--- src/rtl/multi_digit_bcd_counter.sv ---
`default_nettype none
// ============================================================================
//  Module   : multi_digit_bcd_counter
//  Purpose  : N-digit BCD up/down counter for a seven-segment display path.
//             A free-running divider produces a one-cycle clock-enable tick
//             every DIV_RATIO cycles; when counter_on is high on a tick, the
//             BCD value steps up or down. At the terminal value it either
//             wraps to the opposite extreme (pulsing wrap) or saturates.
//             Each digit is also decoded to active-high segments.
//  Revision : 1.0  initial release
// ----------------------------------------------------------------------------
//  Parameters
//    DIGITS     number of BCD digits (>=1), count width = 4*DIGITS
//    DIV_RATIO  clk cycles per count tick (>=1, 1 = tick every cycle)
//    WRAP       1 = wrap at terminal value, 0 = saturate
//  Ports
//    clk         in   system clock, rising-edge
//    reset       in   synchronous active-high reset
//    count_up    in   1 = increment, 0 = decrement
//    load        in   load clamped data_in on next edge, clears divider
//    counter_on  in   count enable, only meaningful on tick cycles
//    data_in     in   BCD load value, digit i at [4i+3:4i]
//    count       out  current BCD value
//    TC          out  terminal-count level (gated by counter_on)
//    wrap        out  one-cycle registered pulse on wrap-around
//    seg         out  segments, digit i at [7i+6:7i] = {g,f,e,d,c,b,a}
//  Build option
//    LEADING_ZERO_BLANK_EN  when defined, blank zero digits above digit 0
//                           while every digit above them is also zero
// ============================================================================
module multi_digit_bcd_counter #(
  parameter int DIGITS    = 4,
  parameter int DIV_RATIO = 50000000,
  parameter int WRAP      = 1
) (
  input  logic                  clk,
  input  logic                  reset,
  input  logic                  count_up,
  input  logic                  load,
  input  logic                  counter_on,
  input  logic [4*DIGITS-1:0]   data_in,
  output logic [4*DIGITS-1:0]   count,
  output logic                  TC,
  output logic                  wrap,
  output logic [7*DIGITS-1:0]   seg
);

  // --------------------------------------------------------------------------
  // Constants
  // --------------------------------------------------------------------------
  localparam int              DIV_W    = (DIV_RATIO > 1) ? $clog2(DIV_RATIO) : 1;
  localparam logic [DIV_W-1:0] DIV_LAST = DIV_W'(DIV_RATIO - 1);
  localparam logic            WRAP_EN  = (WRAP != 0);

  // --------------------------------------------------------------------------
  // Tick divider
  //   Runs regardless of counter_on so the tick cadence does not drift when
  //   counting is paused. Load restarts the cadence so the first tick after a
  //   load lands exactly DIV_RATIO cycles later.
  // --------------------------------------------------------------------------
  logic [DIV_W-1:0] div_q;
  logic             tick;

  assign tick = (div_q == DIV_LAST);

  always_ff @(posedge clk) begin
    if (reset) begin
      div_q <= '0;
    end else if (load) begin
      div_q <= '0;
    end else if (tick) begin
      div_q <= '0;
    end else begin
      div_q <= div_q + 1'b1;
    end
  end

  // --------------------------------------------------------------------------
  // Per-digit arithmetic
  //   carry[i]  : every digit below i is 9, so an increment reaches digit i
  //   borrow[i] : every digit below i is 0, so a decrement reaches digit i
  //   carry[DIGITS] / borrow[DIGITS] therefore double as the all-9s /
  //   all-0s detectors for the terminal-count logic.
  // --------------------------------------------------------------------------
  logic [DIGITS:0]       carry;
  logic [DIGITS:0]       borrow;
  logic [4*DIGITS-1:0]   inc_val;
  logic [4*DIGITS-1:0]   dec_val;
  logic [4*DIGITS-1:0]   load_val;
  logic [4*DIGITS-1:0]   all_nines;

  assign carry[0]  = 1'b1;
  assign borrow[0] = 1'b1;

  for (genvar i = 0; i < DIGITS; i++) begin : g_digit
    logic [3:0] cur;
    logic [3:0] din;
    logic       is_nine;
    logic       is_zero;

    assign cur     = count[4*i +: 4];
    assign din     = data_in[4*i +: 4];
    assign is_nine = (cur == 4'd9);
    assign is_zero = (cur == 4'd0);

    assign carry[i+1]  = carry[i]  & is_nine;
    assign borrow[i+1] = borrow[i] & is_zero;

    assign inc_val[4*i +: 4] = !carry[i]  ? cur :
                               is_nine    ? 4'd0 : cur + 4'd1;
    assign dec_val[4*i +: 4] = !borrow[i] ? cur :
                               is_zero    ? 4'd9 : cur - 4'd1;

    // Non-BCD load digits (A..F) are clamped so count is always valid BCD.
    assign load_val[4*i +: 4]  = (din > 4'd9) ? 4'd9 : din;
    assign all_nines[4*i +: 4] = 4'd9;
  end : g_digit

  // --------------------------------------------------------------------------
  // Terminal count and next-value selection
  // --------------------------------------------------------------------------
  logic                at_term;
  logic                step;
  logic [4*DIGITS-1:0] count_next;
  logic                wrap_next;

  assign at_term = count_up ? carry[DIGITS] : borrow[DIGITS];
  assign TC      = counter_on & at_term;
  assign step    = tick & counter_on;

  always_comb begin
    count_next = count;
    wrap_next  = 1'b0;
    if (step) begin
      if (at_term) begin
        if (WRAP_EN) begin
          count_next = count_up ? '0 : all_nines;
          wrap_next  = 1'b1;
        end
        // Saturating mode: hold the terminal value, no wrap pulse.
      end else begin
        count_next = count_up ? inc_val : dec_val;
      end
    end
  end

  // --------------------------------------------------------------------------
  // Count and wrap registers: reset > load > step > hold
  // --------------------------------------------------------------------------
  always_ff @(posedge clk) begin
    if (reset) begin
      count <= '0;
      wrap  <= 1'b0;
    end else if (load) begin
      count <= load_val;
      wrap  <= 1'b0;
    end else begin
      count <= count_next;
      wrap  <= wrap_next;
    end
  end

  // --------------------------------------------------------------------------
  // Seven-segment decode, {g,f,e,d,c,b,a}, active high
  // --------------------------------------------------------------------------
  function automatic logic [6:0] seg_decode(input logic [3:0] d);
    logic [6:0] s;
    case (d)
      4'd0:    s = 7'h3F;
      4'd1:    s = 7'h06;
      4'd2:    s = 7'h5B;
      4'd3:    s = 7'h4F;
      4'd4:    s = 7'h66;
      4'd5:    s = 7'h6D;
      4'd6:    s = 7'h7D;
      4'd7:    s = 7'h07;
      4'd8:    s = 7'h7F;
      4'd9:    s = 7'h6F;
      default: s = 7'h00; // unreachable: count is always clamped BCD
    endcase
    return s;
  endfunction

`ifdef LEADING_ZERO_BLANK_EN
  // upper_zero[i]: digit i and every digit above it are zero, so digit i is
  // a leading zero. Built from the most significant digit downward.
  logic [DIGITS:1] upper_zero;

  assign upper_zero[DIGITS] = 1'b1 & (count[4*(DIGITS-1) +: 4] == 4'd0 || DIGITS == 1);

  for (genvar i = 0; i < DIGITS; i++) begin : g_seg
    if (i == 0) begin : g_lsd
      // The least significant digit always shows, so zero reads "0".
      assign seg[6:0] = seg_decode(count[3:0]);
    end else begin : g_upper
      if (i < DIGITS - 1) begin : g_chain
        assign upper_zero[i] = upper_zero[i+1] & (count[4*i +: 4] == 4'd0);
      end else begin : g_top
        assign upper_zero[i] = (count[4*i +: 4] == 4'd0);
      end
      assign seg[7*i +: 7] = upper_zero[i] ? 7'h00 : seg_decode(count[4*i +: 4]);
    end
  end : g_seg
`else
  for (genvar i = 0; i < DIGITS; i++) begin : g_seg
    assign seg[7*i +: 7] = seg_decode(count[4*i +: 4]);
  end : g_seg
`endif

endmodule : multi_digit_bcd_counter
`default_nettype wire

--- config.mk ---
export PLATFORM = sky130hd
export DESIGN_NAME = multi_digit_bcd_counter
export DESIGN_NICKNAME = d
export VERILOG_FILES = /design/src/rtl/multi_digit_bcd_counter.sv
export SDC_FILE = /design/constraint.sdc
export NUM_CORES = 1
export LEC_CHECK = 0
export CAP_MARGIN = 20
export CORE_MARGIN = 1
export CORE_UTILIZATION = 40
export DETAILED_ROUTE_END_ITERATION = 7
export HOLD_SLACK_MARGIN = 0.05
export PLACE_DENSITY_LB_ADDON = 0.3
export SLEW_MARGIN = 30
export SYNTH_ARGS = -nofsm -noshare
export SYNTH_HDL_FRONTEND = slang
export SYNTH_SLANG_ARGS = --single-unit
--- constraint.sdc ---
create_clock -name clk -period 8.4 [get_ports clk]
set_input_delay 1.26 -clock clk [delete_from_list [all_inputs] [get_ports clk]]
set_output_delay 1.26 -clock clk [all_outputs]
set_load 0.01 [all_outputs]
==> reports/summary.md <==
The run finished with clean final reports. The number of global-route vias before repair was 3737. The commonest register cell after synthesis is sky130_fd_sc_hd__dfxtp_1. Clock-pin slew was measured on the worst setup and hold paths at 80 ps. The die is 107 microns tall. Class of the most critical hold timing path: reg2reg. For the number of nets in the finished design, the log shows 634.

Startpoint type of the worst setup path: an input pin. After synthesis the netlist holds a flip-flop and latch count of 71. The global router's overall resource usage is 18.7%, and the total half-perimeter wirelength after legalization and detailed placement is 7.57 mm. The final worst clock skew is 6.38 ps, and the final routed wirelength across all metal layers is 10.4 mm.

The synthesized area came out at 0.00444 sq mm. Port buffering added 66 buffers. Summed over all failing endpoints, the final setup total negative slack is 0 ps. Walking the worst path, the cells encountered are buf_2 > nand3_1 > nor4_1 > nand3_1 > a21oi_1 > and2_1 > clkdlybuf4s50_1. In this run the mean area of a mapped cell was 8.46 sq um. The finished cells cover 0.00534 sq mm. The worst setup path is captured at a primary output.

Counting the fill cells in the layout gives 1089. On the worst path, the slowest cell contributes a delay of 540 ps. The global routing met1 resource utilization was 23.1%; the latest clock arrival within the worst-skew pair was 350 ps.

The maximum operating frequency was 217 MHz. In this design, the critical path's most frequently occurring cell is sky130_fd_sc_hd__nand3_1. No sink is reached through more buffers than the 2 on the longest clock path. Most congested layer reported by global routing: met2.

The tools report the root buffer cell as sky130_fd_sc_hd__clkbuf_8. After synthesis, the share of flip-flops with an asynchronous set or reset is 0%. Number of primary I/O pins: 67. Total core area: 0.0108 sq mm. The tool flagged a number of max-cap violations equal to 0. Ranked by instance count, the synthesized netlist is headed by 71 x sky130_fd_sc_hd__dfxtp_1, 57 x sky130_fd_sc_hd__nor2_1, 35 x sky130_fd_sc_hd__inv_1. Ratio of total power to cell area: 160 mW/mm^2. The critical-path maximum fanout was 29. The run gives 78 as the distinct cell type count after synthesis. The buffer and inverter count on the worst path is 2, and the worst-case headroom to the max-slew limit is 46.9%. The arrival time of the worst setup path came out at 3360 ps. The floorplan has 38 rows. The required time of the critical path was 7140 ps; the transition time at the pin with the least slew margin was 795 ps. The routed layout has 3987 vias. Routability-driven placement finished with a final weighted congestion of 0.820. The post-cts resize count was 0. For the finished layout, the period the worst path requires is 4620 ps.

The CTS buffer count was 9. The hold violation total from the final report was 0; the count of hold buffers inserted by post-cts repair was 0. Yosys instantiated no cell more often than sky130_fd_sc_hd__dfxtp_1.

Post-route antenna net violation count: 0. The total overflow left after global routing is 0. The tools report the depth of the CTS H-tree as 3. Critical path start-end classification: in2out.

The master of the slowest instance on the critical path is sky130_fd_sc_hd__clkdlybuf4s50_1. The final critical path takes up 55.0% of the cycle. In this run the biggest area consumer among cell types represents 32.0% of the synthesized area. The number of setup buffers added after CTS is 0.

The sequential cells in the finished layout cover a total of 0.00142 sq mm. Summed over all instances, the cell type with the most area after synthesis is sky130_fd_sc_hd__dfxtp_1. The horizontal extent of the die was 107 microns; the global routing met3 resource utilization was 4.12%. Setup violations remaining at the end of the flow were counted as 0.

Grouping stages by cell kind, the critical path spends the most delay in simple AND/OR/NAND/NOR gates. After the first detailed-routing iteration, the DRC count stood at 273. The post-synthesis cell count is 525. The final routed wire length divided by cell count came out at 14.3 microns. TritonCTS built the clock tree. The pin count of the biggest net entering global routing is 30, and the number of synthesized flops with an enable pin is 0. The logs give 71 for the number of sinks on the clock net and 0 for the final number of max-transition violations. Summing all placed instances gives a cell area of 0.00514 sq mm.

The run gives 580 as the number of nets in the synthesized netlist. The initial utilization of the core area, before any placement, comes to 41.0%. After detailed routing, the number of vias per cell comes to 5.51. The first global-routing pass estimated 17.3 mm of wire.

The logs give 0.0115 sq mm for the floorplan die area and 0.00272 sq mm for the area of combinational cells with multiple inputs. After synthesis, the cell types taking the most area are sky130_fd_sc_hd__dfxtp_1 32%, sky130_fd_sc_hd__ha_1 9.6%, sky130_fd_sc_hd__nor2_1 4.8%. The sequential area share after synthesis came out at 32.0%. The number of search-and-repair iterations in the first detailed-routing pass is 6, and the number of warning messages in the yosys log is 0. For the number of antenna violations at the first check in global routing, the log shows 0. Summed over all cells, the static leakage comes to 2.05 nW. Global routing used 31.8% of the available met2 tracks.

Setup repair after global routing left no endpoint under its margin. Number of antenna diodes: 0. IR analysis of the VDD net gives a maximum drop of 81.5 uV.

The layout cell share with drive strength beyond 1 came out at 7.53%. The area growth from synthesis to layout is 20.3%. For the count of unresolved DRC violations after routing, the log shows 0.
## kinds of logic (layout without fill, tap and decap cells)
kind of cell | count (synthesis) | in the layout | share of synthesized area (%)
DFF | 71 | 71 | 32.0
and+or+nand+nor | 194 | 194 | 23.3
xor gates and xnor gates | 31 | 31 | 6.12
muxes | 17 | 17 | 4.34
adders and majority gates | 34 | 34 | 9.58
AOI/OAI and AO/OA | 116 | 116 | 17.9
buffers and inverters | 62 | 121 | 6.76
## cells in the final DEF (no fill, tap or decap), types with 6 or more instances in the layout
| master | count |
|---|---|
| sky130_fd_sc_hd__inv_1 | 35 |
| sky130_fd_sc_hd__o21ai_0 | 17 |
| sky130_fd_sc_hd__nand4_1 | 9 |
| sky130_fd_sc_hd__nor3_1 | 16 |
| sky130_fd_sc_hd__or3_1 | 7 |
| sky130_fd_sc_hd__a21oi_1 | 27 |
| sky130_fd_sc_hd__and3_1 | 9 |
| sky130_fd_sc_hd__clkdlybuf4s50_1 | 65 |
| sky130_fd_sc_hd__mux2i_1 | 11 |
| sky130_fd_sc_hd__ha_1 | 34 |
| sky130_fd_sc_hd__nor4_1 | 6 |
| sky130_fd_sc_hd__dfxtp_1 | 71 |
| sky130_fd_sc_hd__o22ai_1 | 10 |
| sky130_fd_sc_hd__clkbuf_8 | 11 |
| sky130_fd_sc_hd__o21a_1 | 6 |
| sky130_fd_sc_hd__nand2_1 | 33 |
| sky130_fd_sc_hd__a31oi_1 | 7 |
| sky130_fd_sc_hd__nor2_1 | 57 |
| sky130_fd_sc_hd__xor2_1 | 16 |
| sky130_fd_sc_hd__nand3b_1 | 8 |
| sky130_fd_sc_hd__xnor2_1 | 15 |
| sky130_fd_sc_hd__nand3_1 | 13 |
## report_power, final
part,leakage [nW],switching (mW),internal (mW)
Clock,0.105,0.135,0.153
Sequential,0.584,0.0179,0.360
Combinational,1.36,0.0929,0.0951
Total,2.05,0.246,0.608
## path summary, 6_finish.rpt
kind | startpoint | end | slack, ps | cells after the start
setup / recovery | count_up | TC | 3780 | 7
hold / removal | div_q[0] | div_q[0] | 470 | 1
setup reg to reg | div_q[0] | seg[24] | 5000 | 11
hold reg to reg | div_q[0] | div_q[0] | 470 | 1
## area by class of cell
type	count	share of cell area, %
sequential	71	26.6
clock inverter	5	1.05
clock buffer	11	2.84
timing repair buffer	68	12.5
tap	140	3.28
multi-input combinational	392	50.9
inverter	37	2.79
## worst register-to-register path: cells and delay by family (launching register included)
family,cells,cell delay (ps)
AND/OR/NAND/NOR,6,1630
AO/OA/AOI/OAI,2,610
adder cells (fa/ha/maj),2,540
flip-flops,1,370
buffers and inverters,1,150
## flip-flops by register name, indices dropped and copies added (netlist names)
register and flops:
div_q 26, seg 28, count 16, wrap 1
## metal layers
metal,up-vias,wire length (microns)
li1,1968,-
met1,1872,4550
met2,127,5060
met3,20,591
met4,0,183
met5,-,0
## stage by stage
step	utilization [%]	hold slack, ps	total power, mW	cells	worst slack (ps)
after floorplan	-	430	0.496	525	4820
after global placement	47.3	443	0.569	707	3150
after detailed placement	47.4	453	0.573	708	3050
after CTS	49.3	473	0.865	724	3040
after global routing	49.2	513	0.901	724	3590
final	49.2	465	0.854	724	3780
No activity file was read; power rests on OpenSTA's default activity.
